### src/rtl/branch_resolve_unit_pkg.sv
// Shared branch-resolution definitions: funct3 encodings, operand width default,
// the latency legality check and the funct3 -> taken decoder.
package branch_resolve_unit_pkg;

    localparam int DEFAULT_REG_WIDTH = 32;

    localparam logic [2:0] BR_BEQ  = 3'b000;
    localparam logic [2:0] BR_BNE  = 3'b001;
    localparam logic [2:0] BR_BLT  = 3'b100;
    localparam logic [2:0] BR_BGE  = 3'b101;
    localparam logic [2:0] BR_BLTU = 3'b110;
    localparam logic [2:0] BR_BGEU = 3'b111;

    typedef struct packed {
        logic eq;
        logic lt;
        logic taken;
        logic illegal;
    } br_result_t;

    function automatic logic latency_legal(input int lat);
        return (lat == 1) || (lat == 2);
    endfunction

    // lt must already reflect the signedness implied by funct3[1].
    function automatic br_result_t br_decode(input logic [2:0] f3, input logic eq, input logic lt);
        br_result_t r;
        r.eq      = eq;
        r.lt      = lt;
        r.taken   = 1'b0;
        r.illegal = 1'b0;
        case (f3)
            BR_BEQ:  r.taken = eq;
            BR_BNE:  r.taken = ~eq;
            BR_BLT:  r.taken = lt;
            BR_BGE:  r.taken = ~lt;
            BR_BLTU: r.taken = lt;
            BR_BGEU: r.taken = ~lt;
            default: begin
                r.lt      = 1'b0;
                r.illegal = 1'b1;
            end
        endcase
        return r;
    endfunction

endpackage

### src/rtl/branch_resolve_unit_cmp.sv
// Combinational equality / less-than on one operand slice, signed or unsigned.
module br_half_cmp #(
    parameter int W = 16
) (
    input  logic [W-1:0] a,
    input  logic [W-1:0] b,
    input  logic         is_signed,
    output logic         eq,
    output logic         lt
);

    assign eq = (a == b);
    assign lt = is_signed ? ($signed(a) < $signed(b)) : (a < b);

endmodule

### src/rtl/branch_resolve_unit.sv
// EX-stage branch resolution: compare, decode funct3, registered result with
// stall/flush control and saturating branch / mispredict counters.
module branch_resolve_unit
    import branch_resolve_unit_pkg::*;
#(
    parameter int REG_WIDTH = DEFAULT_REG_WIDTH,
    parameter int LATENCY   = 1,
    parameter int CNT_WIDTH = 32
) (
    input  logic                 clk,
    input  logic                 rst,
    input  logic                 in_valid,
    input  logic                 stall,
    input  logic                 flush,
    input  logic                 clr_cnt,
    input  logic [2:0]           funct3,
    input  logic [REG_WIDTH-1:0] data_rs1,
    input  logic [REG_WIDTH-1:0] data_rs2,
    input  logic                 pred_taken,
    output logic                 out_valid,
    output logic                 br_eq,
    output logic                 br_lt,
    output logic                 taken,
    output logic                 mispredict,
    output logic                 illegal,
    output logic [CNT_WIDTH-1:0] cnt_branches,
    output logic [CNT_WIDTH-1:0] cnt_mispred
);

    localparam int HALF = REG_WIDTH / 2;

    if (!latency_legal(LATENCY) || (REG_WIDTH < 4) || (REG_WIDTH % 2 != 0)) begin : g_param_check
        $error("branch_resolve_unit: illegal LATENCY or REG_WIDTH");
    end

    // Compare results presented to the output stage this cycle.
    logic       nxt_valid;
    logic       nxt_eq;
    logic       nxt_lt;
    logic       nxt_pred;
    logic [2:0] nxt_funct3;

    if (LATENCY == 1) begin : g_lat1
        logic full_eq;
        logic full_lt;

        br_half_cmp #(.W(REG_WIDTH)) u_cmp (
            .a         (data_rs1),
            .b         (data_rs2),
            .is_signed (~funct3[1]),
            .eq        (full_eq),
            .lt        (full_lt)
        );

        assign nxt_valid  = in_valid;
        assign nxt_eq     = full_eq;
        assign nxt_lt     = full_lt;
        assign nxt_pred   = pred_taken;
        assign nxt_funct3 = funct3;
    end else begin : g_lat2
        logic       lo_eq, lo_lt, hi_eq, hi_lt;
        logic       s1_valid;
        logic       s1_eq_lo, s1_lt_lo, s1_eq_hi, s1_lt_hi;
        logic       s1_pred;
        logic [2:0] s1_funct3;

        // The low half is always an unsigned magnitude; only the high half carries the sign.
        br_half_cmp #(.W(HALF)) u_cmp_lo (
            .a         (data_rs1[HALF-1:0]),
            .b         (data_rs2[HALF-1:0]),
            .is_signed (1'b0),
            .eq        (lo_eq),
            .lt        (lo_lt)
        );

        br_half_cmp #(.W(REG_WIDTH - HALF)) u_cmp_hi (
            .a         (data_rs1[REG_WIDTH-1:HALF]),
            .b         (data_rs2[REG_WIDTH-1:HALF]),
            .is_signed (~funct3[1]),
            .eq        (hi_eq),
            .lt        (hi_lt)
        );

        always_ff @(posedge clk) begin
            if (rst) begin
                s1_valid  <= 1'b0;
                s1_eq_lo  <= 1'b0;
                s1_lt_lo  <= 1'b0;
                s1_eq_hi  <= 1'b0;
                s1_lt_hi  <= 1'b0;
                s1_pred   <= 1'b0;
                s1_funct3 <= 3'b000;
            end else if (flush) begin
                s1_valid <= 1'b0;
            end else if (!stall) begin
                s1_valid <= in_valid;
                if (in_valid) begin
                    s1_eq_lo  <= lo_eq;
                    s1_lt_lo  <= lo_lt;
                    s1_eq_hi  <= hi_eq;
                    s1_lt_hi  <= hi_lt;
                    s1_pred   <= pred_taken;
                    s1_funct3 <= funct3;
                end
            end
        end

        assign nxt_valid  = s1_valid;
        assign nxt_eq     = s1_eq_hi & s1_eq_lo;
        assign nxt_lt     = s1_lt_hi | (s1_eq_hi & s1_lt_lo);
        assign nxt_pred   = s1_pred;
        assign nxt_funct3 = s1_funct3;
    end

    br_result_t res;
    logic       res_event;
    logic       out_valid_q, br_eq_q, br_lt_q, taken_q, illegal_q, pred_q;

    assign res       = br_decode(nxt_funct3, nxt_eq, nxt_lt);
    assign res_event = nxt_valid & ~stall & ~flush;

    // Result fields only load on a real result so they hold across bubbles and flushes.
    always_ff @(posedge clk) begin
        if (rst) begin
            out_valid_q <= 1'b0;
            br_eq_q     <= 1'b0;
            br_lt_q     <= 1'b0;
            taken_q     <= 1'b0;
            illegal_q   <= 1'b0;
            pred_q      <= 1'b0;
        end else if (flush) begin
            out_valid_q <= 1'b0;
        end else if (!stall) begin
            out_valid_q <= nxt_valid;
            if (nxt_valid) begin
                br_eq_q   <= res.eq;
                br_lt_q   <= res.lt;
                taken_q   <= res.taken;
                illegal_q <= res.illegal;
                pred_q    <= nxt_pred;
            end
        end
    end

    always_ff @(posedge clk) begin
        if (rst || clr_cnt) begin
            cnt_branches <= '0;
            cnt_mispred  <= '0;
        end else if (res_event) begin
            if (cnt_branches != '1) cnt_branches <= cnt_branches + CNT_WIDTH'(1);
            if ((res.taken ^ nxt_pred) && (cnt_mispred != '1)) cnt_mispred <= cnt_mispred + CNT_WIDTH'(1);
        end
    end

    assign out_valid  = out_valid_q;
    assign br_eq      = br_eq_q;
    assign br_lt      = br_lt_q;
    assign taken      = taken_q;
    assign mispredict = out_valid_q & (taken_q ^ pred_q);
    assign illegal    = out_valid_q & illegal_q;

endmodule

### config.mk
export PLATFORM = sky130hd
export DESIGN_NAME = branch_resolve_unit
export DESIGN_NICKNAME = d
export VERILOG_FILES = /design/src/rtl/branch_resolve_unit_pkg.sv /design/src/rtl/branch_resolve_unit_cmp.sv /design/src/rtl/branch_resolve_unit.sv
export SDC_FILE = /design/constraint.sdc
export NUM_CORES = 1
export LEC_CHECK = 0
export BUFFER_PORTS_ARGS = -buffer_cell sky130_fd_sc_hd__buf_2
export CAP_MARGIN = 20
export CORE_MARGIN = 8
export CORE_UTILIZATION = 51
export CTS_CLUSTER_DIAMETER = 60
export DETAILED_ROUTE_END_ITERATION = 8
export PLACE_DENSITY = 0.81
export SYNTH_ARGS = -nofsm -noshare
export SYNTH_HDL_FRONTEND = slang
export SYNTH_SLANG_ARGS = --single-unit
### constraint.sdc
create_clock -name clk -period 6.6 [get_ports clk]
set_input_delay 0.66 -clock clk [delete_from_list [all_inputs] [get_ports clk]]
set_output_delay 0.66 -clock clk [all_outputs]
set_load 0.02 [all_outputs]
; ---- Word level (Yosys, flattened, before mapping)
; Index checks and enable logic that the tools add are counted.
[word_totals]
reg_bits = 70
output_inout_bits = 70
elab_cells = 44
[classes]
bitwise_logic = 10
addsub = 2
n_reduce_logical = 10
order_cmp = 2
n_mux = 4
eq_ne = 8
[ops]
columns = operator, n
row1 = "32-bit by 1-bit adder with 32-bit output, second input constant", 2
row2 = 32-bit less-than comparator, 2
row3 = "32-bit != test, second input constant", 2
row4 = 32-bit == test, 1
row5 = "3-bit == test, second input constant", 4
row6 = 2-bit OR reduction, 3
row7 = 6-bit OR reduction, 1
row8 = 1-bit bitwise AND, 4
row9 = 1-bit inverter, 4
row10 = 1-bit one-hot mux with 4 select lines, 1
row11 = 2-bit AND reduction, 2
row12 = "3-bit by 1-bit == test with 1-bit output, second input constant", 1
row13 = 3-bit logical NOT, 1
row14 = 1-bit two-way mux, 3
row15 = 3-bit AND reduction, 1
row16 = 1-bit bitwise XOR, 2
row17 = 1-bit logical AND, 1
row18 = 1-bit logical OR, 1

; ---- Longest topological paths before layout
; Gate-level depths: netlist (run 1).
[depth]
word_depth = 7
mapped_depth = 13

; ---- By module
; From an unflattened synthesis (run 1), not the netlist that was laid out.
[unflattened]
cells_unflattened = 559
hier_area_um2 = 4578.1
[modules_own_cells]
columns = mod, area_each_um2, instances, cells_each
row1 = branch_resolve_unit, 3759.9, 1, 446
row2 = br_half_cmp, 818.3, 1, 113

; ---- Worst setup path after synthesis (run 1)
; No wires, ideal clock.
[synth_timing]
kind = in2reg
start = in data_rs2[1]
end = reg cnt_mispred[5]
stages = 13
setup_slack_ps = 3343
required_time_ps = 6485
arrival_time_ps = 3143
cell_sequence = inv_1 ha_1 nor2b_1 o211ai_1 a21boi_1 o41a_2 mux2i_1 nor4_4 mux2i_2 buf_6 buf_6 nor4_1 o21a_1
[synth_between]
elab_chain_cells = 7
word_cells_on_any_way = 10
classes_between = order compare (2) / eq/ne (1) / mux (2) / bitwise (3) / reduce/logical (2)
[synth_rtl]
columns = item, line_no
row1 = start: declaration, branch_resolve_unit.sv:18  ; input logic [REG_WIDTH-1:0] data_rs2,
row2 = 32-bit less-than comparator, branch_resolve_unit_cmp.sv:13  ; assign lt = is_signed ? ($signed(a) < $signed(b)) : (a < b);
row3 = 1-bit two-way mux, branch_resolve_unit_cmp.sv:13
row4 = 1-bit inverter, "branch_resolve_unit_pkg.sv:36, branch_resolve_unit_pkg.sv:38"
row5 = 1-bit one-hot mux with 4 select lines (*), branch_resolve_unit_pkg.sv:32  ; case (f3)
row6 = 1-bit bitwise XOR (*), branch_resolve_unit.sv:151  ; if ((res.taken ^ nxt_pred) && (cnt_mispred != '1)) cnt_mispred <= cnt_mispred + CNT_WIDTH'(1);
row7 = 1-bit logical AND (*), branch_resolve_unit.sv:151
row8 = 2-bit AND reduction (no source line) (*), --
row9 = end signal: assignment, branch_resolve_unit.sv:151
row10 = end: declaration, branch_resolve_unit.sv:27  ; output logic [CNT_WIDTH-1:0] cnt_mispred
; Every way passes the cells marked *; elsewhere a longest branch is shown, timed or not.
; A chain may end at the register's enable or synchronous reset.

; ---- Final worst setup path (run 1)
[layout_timing]
start = in data_rs1[31]
end = reg cnt_mispred[31]
[layout_between]
elab_chain_cells = 7
word_cells_on_any_way = 10
classes_between = order compare (2) / eq/ne (1) / mux (2) / bitwise (3) / reduce/logical (2)
[layout_rtl]
columns = item, line_no
row1 = start: declaration, branch_resolve_unit.sv:17  ; input logic [REG_WIDTH-1:0] data_rs1,
row2 = 32-bit less-than comparator, branch_resolve_unit_cmp.sv:13
row3 = 1-bit two-way mux, branch_resolve_unit_cmp.sv:13
row4 = 1-bit inverter, "branch_resolve_unit_pkg.sv:36, branch_resolve_unit_pkg.sv:38"
row5 = 1-bit one-hot mux with 4 select lines (*), branch_resolve_unit_pkg.sv:32
row6 = 1-bit bitwise XOR (*), branch_resolve_unit.sv:151
row7 = 1-bit logical AND (*), branch_resolve_unit.sv:151
row8 = 2-bit AND reduction (no source line) (*), --
; Marked as above.

==> results of run 1 <==
## final cells by class
cell class	count	area [um2]	share of cell area
clock buffer	10	128	0.0244
inverter	42	158	0.0301
timing repair buffer	147	758	0.145
clock inverter	6	86.3	0.0165
tap	105	131	0.0251
sequential	70	1400	0.268
multi-input combinational	398	2570	0.491
## flip-flops by register name (all words and copies together), names as in the netlist
name,cells
cnt_mispred,32
out_valid,1
illegal_q,1
taken,1
pred_q,1
cnt_branches,32
br_eq,1
br_lt,1
## worst max-delay path by stage
stage	start	endpoint	slack, ns	depth (start not counted)
finish	data_rs1[31]	cnt_mispred[31]$_SDFFE_PP0P_	3.09	12
global route	data_rs1[31]	cnt_mispred[31]$_SDFFE_PP0P_	2.92	11
CTS	data_rs2[31]	cnt_mispred[31]$_SDFFE_PP0P_	3.15	13
detailed placement	data_rs2[31]	cnt_mispred[31]$_SDFFE_PP0P_	2.80	12
global placement	data_rs2[14]	cnt_mispred[31]$_SDFFE_PP0P_	3.01	13
floorplan	data_rs2[1]	cnt_mispred[5]$_SDFFE_PP0P_	3.34	13
## worst max-delay path, stage by stage
cell,delay [ns]
buf_2,0.12
ha_1,0.34
nand4_1,0.18
nor4_1,0.53
nand3_1,0.22
xor2_1,0.19
nor3_1,0.28
nor4_4,0.10
mux2i_2,0.17
buf_4,0.26
or4_1,0.54
a21oi_1,0.18
## report_power, final
group | internal, W | switching, W
logic | 0.0000453 | 0.0000558
clock network | 0.000212 | 0.000164
registers | 0.000423 | 0.00000111
total | 0.000681 | 0.000221
## cell families after synthesis
logic type / count (synthesis) / synth area share
multiplexers: 5 / 0.0131
adder cells (fa/ha/maj): 34 / 0.101
AO/OA/AOI/OAI: 97 / 0.142
buffers and inverters: 58 / 0.0560
XOR/XNOR: 33 / 0.0688
AND/OR/NAND/NOR: 229 / 0.285
flip-flops: 70 / 0.333
## stage by stage
stage / power (W) / area [um2] / hold WS [ns]
6_report: 0.000902 / 5230 / 0.457
3_5_place_dp: 0.000533 / 5000 / 0.452
5_1_grt: 0.000936 / 5230 / 0.488
4_1_cts: 0.000905 / 5210 / 0.462
3_3_place_gp: 0.000527 / 5000 / 0.441
2_1_floorplan: 0.000494 / 4200 / 0.432
## synthesized netlist by cell type, types with 2 or more instances
master | count | share of area
or3_1 | 13 | 0.019
xor2_1 | 27 | 0.056
buf_2 | 2 | 0.0024
o31ai_1 | 4 | 0.0071
nand3_1 | 31 | 0.037
or2_2 | 3 | 0.0045
o311ai_1 | 2 | 0.0042
a21oi_1 | 43 | 0.051
nor4_1 | 11 | 0.016
buf_6 | 2 | 0.0054
mux2i_1 | 3 | 0.0071
nand3b_1 | 2 | 0.0036
or4_1 | 7 | 0.012
inv_1 | 42 | 0.037
nand4_1 | 22 | 0.033
nor3b_1 | 2 | 0.0036
and3_1 | 10 | 0.015
nor2_1 | 50 | 0.045
clkbuf_1 | 12 | 0.011
o21ai_1 | 3 | 0.0036
nor3_1 | 11 | 0.013
and2_1 | 5 | 0.0074
a21boi_0 | 2 | 0.0036
and4_1 | 6 | 0.012
o31a_1 | 5 | 0.010
o21ai_0 | 13 | 0.015
xnor2_1 | 6 | 0.012
o21a_1 | 8 | 0.014
a21o_1 | 7 | 0.012
o211ai_1 | 3 | 0.0054
dfxtp_1 | 70 | 0.33
ha_1 | 34 | 0.10
nand2_1 | 48 | 0.043
## layer usage
metal  up-vias  GRT usage  part of all wire
li1       2158          -                 -
met1      2061      0.227              0.41
met2       100      0.365              0.52
met3        19     0.0498             0.053
met4         0     0.0683             0.016
met5         -          0                 0
==> reports/results.env, run 1 <==
DP_WORST_SETUP_SLACK_NS=2.80
CTS-BUFFERS-INSERTED=9
REGTOREGSTARTPOINT='cnt_mispred[3]$_SDFFE_PP0P_'
FINALCOREUTILIZATION=0.646
SYNTH_CELL_TYPE_COUNT=50
TRITONCTS='done'
NUMPORTBUFFERS=143
CTS.REPAIR.RESIZED=0
DESIGN.CORE.AREA_UM2=8090
MAXCLOCKFREQUENCY_MHz=285
MIN_TO='illegal_q$_SDFFE_PP0P_'
POWER.DENSITY_nW_PER_UM2=172
TOTAL_SETUP_VIOLATIONS_REPORTED_AT_THE_END_OF_THE_FLOW=0
HPWL_MM=9.20
WORST_SKEW_PAIR.LATE_LATENCY_NS=0.35
DIE_Y_UM=107
CP-START-KIND='primary input'
POSTSYNTHNETCOUNT=634
RR_WORST_DEPTH=7
FINALMAXSLEWVIOLATIONS=0
RUN_STATUS='finished, final reports clean'
CTS.SINKS=70
FINAL_WORST_PATH_PERIOD_SHARE=0.531
CRITICAL_PATH_ARRIVAL_NS=3.77
ANT_NETS=0
CRITICALPATHCATEGORY='primary input to flop'
CHIPWIDTH_UM=107
YOSYS_WARNINGS=0
FINALWIRELENGTH_MM=11.7
CTS_SETUP_BUFFERS=0
CTSHTREEMAXLEVEL=3
SYN-MEAN-INSTANCE-AREA_UM2=7.99
ROUTEDWLPERCELL_UM=15.1
VIAS_IN_THE_FIRST_GLOBAL_ROUTE=4218
LAYOUT_COMMON_CELLS='buf_2, dfxtp_1, nor2_1, nand2_1, a21oi_1'
DETAIL_ROUTE.VIAS_PER_CELL=5.58
WORST_R2R_ENDPOINT='cnt_mispred[31]$_SDFFE_PP0P_'
LEAKAGEPOWER_nW=2.32
DRTPASS1ITERATIONS=4
MAX-VDD-IR-DROP_mV=0.108
CTS.CLK_SLEW.WORST_PATHS_NS=0.07
START_UTIL=0.519
YS_SEQ_ELEMENTS=70
GRT_MAX_DEGREE=58
CTS-ROOT-TO-SINK-BUFFERS=2
FP.DIEAREA_UM2=11400
LAYOUT_COMMONEST_CELL='buf_2'
WORST_MARGIN_SLEW_NS=0.922
TIMING.HOLD.WORST.CLASS='flop to flop'
ANTENNA-DIODE-COUNT=0
FIRST_PASS_GRT_WIRE_LENGTH_MM=19.3
SYNTHFLOPTYPE='dfxtp_1'
REG2REG_SLACK_NS=3.41
CLOCK-ROOT-BUFFER='clkbuf_8'
DRTITER0DRC=149
VIAS=4338
GR-TOTAL-OVERFLOW=0
YS_SEQ_AREA_FRAC=0.333
FINAL_PERIOD_MINUS_WORST_SETUP_SLACK_NS=3.51
COUNT_OF_FLIP_FLOPS_WITH_A_BUILT_IN_ENABLE_AFTER_SYNTHESIS=0
HOLD_VIOL_FINAL=0
CRITICAL_PATH_PEAK_FANOUT=43
FP-ROW-COUNT=33
RATIO_OF_CELLS_WITH_DRIVE_ABOVE_1_IN_THE_FINAL_LAYOUT=0.256
FILLERINSTANCES=750
END_KIND='flop'
DRT_DRC_VIOLATIONS_LEFT=0
HOLDCRITSTARTPOINT='illegal_q$_SDFFE_PP0P_'
TIMING.CLOCK.SKEW_NS=0.00976
POST_SYNTH_INST_COUNT=526
GROUTE.USAGE.OVERALL=0.202
CP_DATA_REQUIRED_TIME_NS=6.86
TIMING.FINAL.WS_SETUP_NS=3.09
SYN_AREA_UM2=4200
NUMBER_OF_NETS_IN_THE_LAYOUT=776
SYN2LAYOUT_AREA_GROWTH_PCT=24.4
TOTALNEGATIVESETUPSLACK_NS=0
CTS_HOLD_REPAIR.BUFFERS=0
FINALNONFILLERCELLS=778
MAX_SLEW_MARGIN=0.376
DRV.MAX_CAP_VIOLATION_COUNT=0
WORST_HOLD_PATH.NUM_CELLS=2
NUM_IO_PINS=144
GP_CONGESTION=0.893
POST-PLACE-CELLS=761
ASYNC_FLOP_SHARE=0
SETUP_REPAIR_AFTER_GLOBAL_ROUTING_MISSED_ITS_MARGIN='false'
ANTENNA_FOUND_INITIAL=0
Note: power is estimated with default switching activity, not from simulation.
==> inputs of run 2 (changes only) <==
--- a/config.mk
+++ b/config.mk
@@ -8,10 +8,10 @@
 export BUFFER_PORTS_ARGS = -buffer_cell sky130_fd_sc_hd__buf_2
 export CAP_MARGIN = 20
 export CORE_MARGIN = 8
-export CORE_UTILIZATION = 51
+export CORE_UTILIZATION = 46
 export CTS_CLUSTER_DIAMETER = 60
 export DETAILED_ROUTE_END_ITERATION = 8
-export PLACE_DENSITY = 0.81
+export PLACE_DENSITY = 0.77
 export SYNTH_ARGS = -nofsm -noshare
 export SYNTH_HDL_FRONTEND = slang
 export SYNTH_SLANG_ARGS = --single-unit
==> constraint.sdc (replaced) <==
create_clock -name clk -period 3.2 [get_ports clk]
set_input_delay 0.32 -clock clk [delete_from_list [all_inputs] [get_ports clk]]
set_output_delay 0.32 -clock clk [all_outputs]
set_load 0.02 [all_outputs]
==> reports/results.env, run 2 (synthesis gave the netlist of run 1 again) <==
SETUP_REPAIR_AFTER_GLOBAL_ROUTING_MISSED_ITS_MARGIN='false'
ANTENNA_FOUND_INITIAL=0  # unchanged
DRV.MAX_CAP_VIOLATION_COUNT=0  # unchanged
POWER.DENSITY_nW_PER_UM2=359  # +110%
DP_WORST_SETUP_SLACK_NS=0.0254  # -2.77 ns
SYN2LAYOUT_AREA_GROWTH_PCT=26.8
POST-PLACE-CELLS=775  # +1.8%
GP_CONGESTION=0.902  # +0.97%
TIMING.FINAL.WS_SETUP_NS=0.272  # -2.82 ns
LAYOUT_COMMON_CELLS='buf_2, dfxtp_1, nor2_1, nand2_1, a21oi_1'
FINAL_PERIOD_MINUS_WORST_SETUP_SLACK_NS=2.93
CTS.CLK_SLEW.WORST_PATHS_NS=0.07  # about the same
MAX_SLEW_MARGIN=0.554  # +0.178
TIMING.HOLD.WORST.CLASS='primary input to flop'
BIGGESTREGSBYFLOPS='cnt_branches x32, cnt_mispred x32'
FINALMAXSLEWVIOLATIONS=0  # unchanged
TIMING.CLOCK.SKEW_NS=0.00745  # -0.00231 ns
HOLD_VIOL_FINAL=0  # unchanged
REGTOREGSTARTPOINT='cnt_mispred[3]$_SDFFE_PP0P_'
CTS_SETUP_BUFFERS=0  # unchanged
WORSTPATHCELLLIST='nand4_1, or4_1, nor3_1, and2_1, and3_1, nor3_1, mux2i_2, buf_12, buf_4, o31ai_1, a21oi_1'
DRTPASS1ITERATIONS=5  # +1
START_UTIL=0.464  # -0.0557
DRT_DRC_VIOLATIONS_LEFT=0  # unchanged
POWER_FRAC_SEQ=0.458  # -0.013
TOTALNEGATIVESETUPSLACK_NS=0  # unchanged
ROUTEDWLPERCELL_UM=14.4  # -4.3%
RATIO_OF_CELLS_WITH_DRIVE_ABOVE_1_IN_THE_FINAL_LAYOUT=0.266  # +0.0102
VIAS_IN_THE_FIRST_GLOBAL_ROUTE=4278  # +1.4%
TRITONCTS='done'
SUM_OF_BUFFERS_AND_INVERTERS_ON_THE_CRITICAL_PATH=2  # unchanged
DIE_Y_UM=112  # +4.5%
MAXIMUM_CELL_STAGE_DELAY_ALONG_THE_CRITICAL_PATH_NS=0.58  # +0.04 ns
HOLD-WORST-SLACK_NS=0.155  # -0.302 ns
CTS_HOLD_REPAIR.BUFFERS=0  # unchanged
DRTITER0DRC=126  # -15%
NUMPORTBUFFERS=143  # unchanged
LAYOUT_COMMONEST_CELL='buf_2'
HOLDCRITSTARTPOINT='flush'
ANT_NETS=0  # unchanged
VIAS=4373  # +0.81%
CTSHTREEMAXLEVEL=3  # unchanged
FINALNONFILLERCELLS=792  # +1.8%
FINALCOREUTILIZATION=0.588  # -0.0584
MAX-VDD-IR-DROP_mV=0.238  # +120%
LEAKAGEPOWER_nW=2.38  # +2.3%
WORST_SKEW_PAIR.LATE_LATENCY_NS=0.35  # about the same
GR-TOTAL-OVERFLOW=0  # unchanged
CHIPWIDTH_UM=112  # +4.5%
DESIGN.CORE.AREA_UM2=9060  # +12%
CRITICAL_PATH.SLOWEST_CELL='or4_1'
CTS.REPAIR.RESIZED=0  # unchanged
RUN_STATUS='finished, final reports clean'
FINALWIRELENGTH_MM=11.4  # -2.6%
END_KIND='flop'
CTS-BUFFERS-INSERTED=9  # unchanged
CRITICAL_PATH.TOP_DELAY_FAMILY='simple AND/OR/NAND/NOR gates'
CTS.SINKS=70  # unchanged
CTS-ROOT-TO-SINK-BUFFERS=2  # unchanged
SETUP.WORST_PATH.START='cnt_mispred[3]$_SDFFE_PP0P_'
FP-ROW-COUNT=35  # +6.1%
TOTAL_SWITCHING_POWER_W=0.000457  # +110%
FIRST_PASS_GRT_WIRE_LENGTH_MM=18.8  # -2.6%
CLOCKPOWERSHARE=0.431  # +0.014
CRITICAL_PATH_PEAK_FANOUT=42  # -2.3%
ANTENNA-DIODE-COUNT=0  # unchanged
CP_DATA_REQUIRED_TIME_NS=3.48  # -3.38 ns
CP-START-KIND='flop'
MAXCLOCKFREQUENCY_MHz=342
COMB_POWER_SHARE=0.111  # about the same
GROUTE.USAGE.OVERALL=0.179  # -0.0232
FP.DIEAREA_UM2=12500  # +9.2%
P_INT_W=0.00145  # +110%
DETAIL_ROUTE.VIAS_PER_CELL=5.52  # -0.98%
POWER.SHARE.SWITCHING=0.239  # -0.00548
CRITICALPATHCATEGORY='flop to flop'
CLOCK-ROOT-BUFFER='clkbuf_8'
GRT_MAX_DEGREE=58  # unchanged
WORST_MARGIN_SLEW_NS=0.667  # -0.255 ns
NUM_IO_PINS=144  # unchanged
FINAL_WORST_PATH_PERIOD_SHARE=0.915
NUMBER_OF_NETS_IN_THE_LAYOUT=784  # +1.0%
WORST_PATH_MOST_REPEATED_CELL='nor3_1'
CRITICAL_PATH_ARRIVAL_NS=3.20  # -0.57 ns
TOTAL_SETUP_VIOLATIONS_REPORTED_AT_THE_END_OF_THE_FLOW=0  # unchanged
HPWL_MM=8.94  # -2.9%
==> run 2: area by class of cell <==
| cell class | instances | area [um2] |
|---|---|---|
| fill | 806 | 3740 |
| multi-input combinational | 398 | 2570 |
| sequential | 70 | 1400 |
| timing repair buffer | 155 | 831 |
| inverter | 42 | 158 |
| clock buffer | 11 | 151 |
| tap | 111 | 139 |
| clock inverter | 5 | 81.3 |
==> run 2: final timing paths <==
check	endpoint	slack [ns]	cells after the start
setup / recovery	cnt_mispred[31]$_SDFFE_PP0P_	0.27	11
hold / removal	out_valid$_SDFFE_PP0N_	0.15	2
setup reg to reg	cnt_mispred[31]$_SDFFE_PP0P_	0.27	11
hold reg to reg	br_lt$_SDFFE_PP0P_	0.46	2
==> run 2: through the flow <==
| stage | instance area [um2] | total power [W] |
|---|---|---|
| CTS | 5310 | 0.00192 |
| finish | 5330 | 0.00191 |
| detailed placement | 5080 | 0.00110 |
| global route | 5330 | 0.00199 |
| floorplan | 4200 | 0.00102 |
| global placement | 5080 | 0.00110 |
==> run 2: layer usage <==
layer  up-vias  GRT usage  share of wire
met5         -          0              0
met4         0     0.0702          0.022
met3        19     0.0606          0.061
met2       120      0.327           0.52
met1      2058      0.184           0.40
li1       2176          -              -
==> run 2: power by group through the flow <==
stage | Sequential [W] | Combinational, W | Clock, W
4_1_cts | 0.000876 | 0.000209 | 0.000837
3_3_place_gp | 0.000896 | 0.000201 | 0
5_1_grt | 0.000876 | 0.000237 | 0.000876
2_1_floorplan | 0.000898 | 0.000121 | 0
6_report | 0.000876 | 0.000212 | 0.000823
3_5_place_dp | 0.000896 | 0.000208 | 0
==> run 2: worst register-to-register path: stages, from the launching register on <==
cell	delay, ns
dfxtp_1	0.43
nand4_1	0.19
or4_1	0.58
nor3_1	0.38
and2_1	0.22
and3_1	0.20
nor3_1	0.07
mux2i_2	0.22
buf_12	0.23
buf_4	0.14
o31ai_1	0.07
a21oi_1	0.13
==> inputs of run 3 (changes only) <==
--- a/config.mk
+++ b/config.mk
@@ -5,7 +5,7 @@
 export SDC_FILE = /design/constraint.sdc
 export NUM_CORES = 1
 export LEC_CHECK = 0
-export BUFFER_PORTS_ARGS = -buffer_cell sky130_fd_sc_hd__buf_2
+export BUFFER_PORTS_ARGS = -buffer_cell sky130_fd_sc_hd__buf_4
 export CAP_MARGIN = 20
 export CORE_MARGIN = 8
 export CORE_UTILIZATION = 46
==> reports/results.env, run 3 (synthesis gave the netlist of run 1 again) <==
RUN_STATUS='finished, final reports clean'
VIAS=4296  # -1.8%
TIMING.HOLD.WORST.CLASS='primary input to flop'
POST-PLACE-CELLS=778  # +0.39%
WORSTPATHCELLLIST='buf_4, ha_1, nand4_1, nor4_1, buf_4, nand3_1, xor2_1, nor3_1, buf_4, nor4_4, mux2i_2, buf_12, or4_1, a21oi_1'
CRITICAL_PATH.SLOWEST_CELL='or4_1'
CLOCK-ROOT-BUFFER='clkbuf_8'
POST_PLACE_INSTANCE_AREA_UM2=5460  # +7.5%
LAYOUT_COMMON_CELLS='buf_4, dfxtp_1, nor2_1, nand2_1, a21oi_1'
TIMING.CLOCK.SKEW_NS=0.00813  # +0.000686 ns
CP_DATA_REQUIRED_TIME_NS=3.44  # -0.04 ns
GROUTE.USAGE.OVERALL=0.182  # +0.00246
CHIPWIDTH_UM=112  # unchanged
DRTITER0DRC=157  # +25%
FP.DIEAREA_UM2=12500  # unchanged
CTS-ROOT-TO-SINK-BUFFERS=2  # unchanged
END_KIND='flop'
DRV.MAX_CAP_VIOLATION_COUNT=0  # unchanged
CP-START-KIND='primary input'
ANT_NETS=0  # unchanged
FILLERINSTANCES=782  # -3.0%
MAXCLOCKFREQUENCY_MHz=342  # +0.18%
GP_CONGESTION=0.842  # -6.6%
WORST_PATH_MOST_REPEATED_CELL='buf_4'
CRITICALPATHCATEGORY='primary input to flop'
DRTPASS1ITERATIONS=5  # unchanged
CRITICAL_PATH_ARRIVAL_NS=3.17  # -0.03 ns
CTS.REPAIR.RESIZED=0  # unchanged
START_UTIL=0.464  # unchanged
DRT_DRC_VIOLATIONS_LEFT=0  # unchanged
NUMPORTBUFFERS=143  # unchanged
FINAL_PERIOD_MINUS_WORST_SETUP_SLACK_NS=2.92  # -0.00517 ns
FIN_AREA_UM2=5630  # +5.7%
CRITICAL_PATH.TOP_DELAY_FAMILY='simple AND/OR/NAND/NOR gates'
SYN2LAYOUT_AREA_GROWTH_PCT=33.9
CTS_HOLD_REPAIR.BUFFERS=0  # unchanged
FP-ROW-COUNT=35  # unchanged
SETUP.WORST_PATH.START='data_rs1[30]'
HOLDCRITSTARTPOINT='flush'
WORST_MARGIN_SLEW_NS=1.05  # +0.382 ns
TRITONCTS='done'
FIRST_PASS_GRT_WIRE_LENGTH_MM=19.1  # +1.4%
FINALMAXSLEWVIOLATIONS=0  # unchanged
GRT_MAX_DEGREE=58  # unchanged
TIMING.FINAL.WS_SETUP_NS=0.277  # +0.00517 ns
CTS.CLK_SLEW.WORST_PATHS_NS=0.07  # about the same
CRITICAL_PATH_PEAK_FANOUT=38  # -9.5%
BIGGESTREGSBYFLOPS='cnt_branches x32, cnt_mispred x32'
WORST_SKEW_PAIR.LATE_LATENCY_NS=0.33  # -0.02 ns
MAXIMUM_CELL_STAGE_DELAY_ALONG_THE_CRITICAL_PATH_NS=0.50  # -0.08 ns
FINALNONFILLERCELLS=792  # unchanged
NUM_IO_PINS=144  # unchanged
HOLD_VIOL_FINAL=0  # unchanged
DIE_Y_UM=112  # unchanged
CTSHTREEMAXLEVEL=3  # unchanged
TOTAL_SETUP_VIOLATIONS_REPORTED_AT_THE_END_OF_THE_FLOW=0  # unchanged
RATIO_OF_CELLS_WITH_DRIVE_ABOVE_1_IN_THE_FINAL_LAYOUT=0.264  # -0.00147
CTS-BUFFERS-INSERTED=9  # unchanged
ANTENNA-DIODE-COUNT=0  # unchanged
POWER_W=0.00175  # -8.4%
POWER.DENSITY_nW_PER_UM2=311  # -13%
FINAL_WORST_PATH_PERIOD_SHARE=0.913  # -0.00162
MAX_SLEW_MARGIN=0.301  # -0.253
MAX-VDD-IR-DROP_mV=0.289  # +22%
CTS_SETUP_BUFFERS=0  # unchanged
CTS.SINKS=70  # unchanged
SETUP_REPAIR_AFTER_GLOBAL_ROUTING_MISSED_ITS_MARGIN='false'
LEAKAGEPOWER_nW=2.41  # +1.4%
SUM_OF_BUFFERS_AND_INVERTERS_ON_THE_CRITICAL_PATH=4  # +2
DESIGN.CORE.AREA_UM2=9060  # unchanged
VIAS_IN_THE_FIRST_GLOBAL_ROUTE=4283  # +0.12%
REGTOREGSTARTPOINT='cnt_mispred[3]$_SDFFE_PP0P_'
LAYOUT_COMMONEST_CELL='buf_4'
DP_WORST_SETUP_SLACK_NS=-0.0210  # -0.0464 ns
ANTENNA_FOUND_INITIAL=0  # unchanged
FINALWIRELENGTH_MM=11.5  # +1.0%
HPWL_MM=9.34  # +4.5%
GR-TOTAL-OVERFLOW=0  # unchanged
FINALCOREUTILIZATION=0.621  # +0.0333
NUMBER_OF_NETS_IN_THE_LAYOUT=786  # +0.26%
DETAIL_ROUTE.VIAS_PER_CELL=5.42  # -1.8%
ROUTEDWLPERCELL_UM=14.6  # +1.0%
## run 3: cell types whose count changed in the layout (fill, tap and decap cells not counted), sizes merged
cell and delta:
clkinvlp -1, clkbuf +2, buf +2, clkinv -1
bufinv -2
## run 3: where the power goes
group          switching, W  total, W  internal, W
clock              0.000300  0.000635     0.000336
sequential       0.00000254  0.000876     0.000874
combinational      0.000114  0.000239     0.000125
total              0.000416   0.00175      0.00133
## run 3: path summary, 6_finish.rpt
kind                                                endpoint  slack, ns  depth (start not counted)
worst max-delay path            cnt_mispred[31]$_SDFFE_PP0P_       0.28                         14
worst min-delay path                  out_valid$_SDFFE_PP0N_       0.17                          2
worst max register to register  cnt_mispred[19]$_SDFFE_PP0P_       0.31                         11
worst min register to register            br_lt$_SDFFE_PP0P_       0.46                          2
## run 3: routing by layer
layer	vias to the layer above	wire, um	global-route usage
li1	2179	-	-
met1	1969	4580	0.192
met2	132	6070	0.338
met3	16	643	0.0471
met4	0	243	0.0656
met5	-	0	0
## run 3: worst reg2reg max path, delay by kind of cell (launching register included)
family          cells  cell delay [ns]
simple gates        7             1.60
flops               1             0.42
buf+inv             2             0.39
mux                 1             0.22
compound gates      1             0.17
## run 3: cell type report
class                           instances  area (um2)  area share
Inverter                               42         158      0.0280
Clock inverter                          1        5.00    0.000889
Clock buffer                           13         169      0.0300
Tap cell                              111         139      0.0247
Sequential cell                        70        1400       0.249
Multi-Input combinational cell        398        2570       0.456
Timing Repair Buffer                  157        1190       0.212
## run 3: metrics by stage
step / TNS, ns / hold WS (ns)
floorplan: 0 / 0.397
global placement: 0 / 0.444
detailed placement: -0.0210 / 0.457
CTS: 0 / 0.149
global route: 0 / 0.155
finish: 0 / 0.171
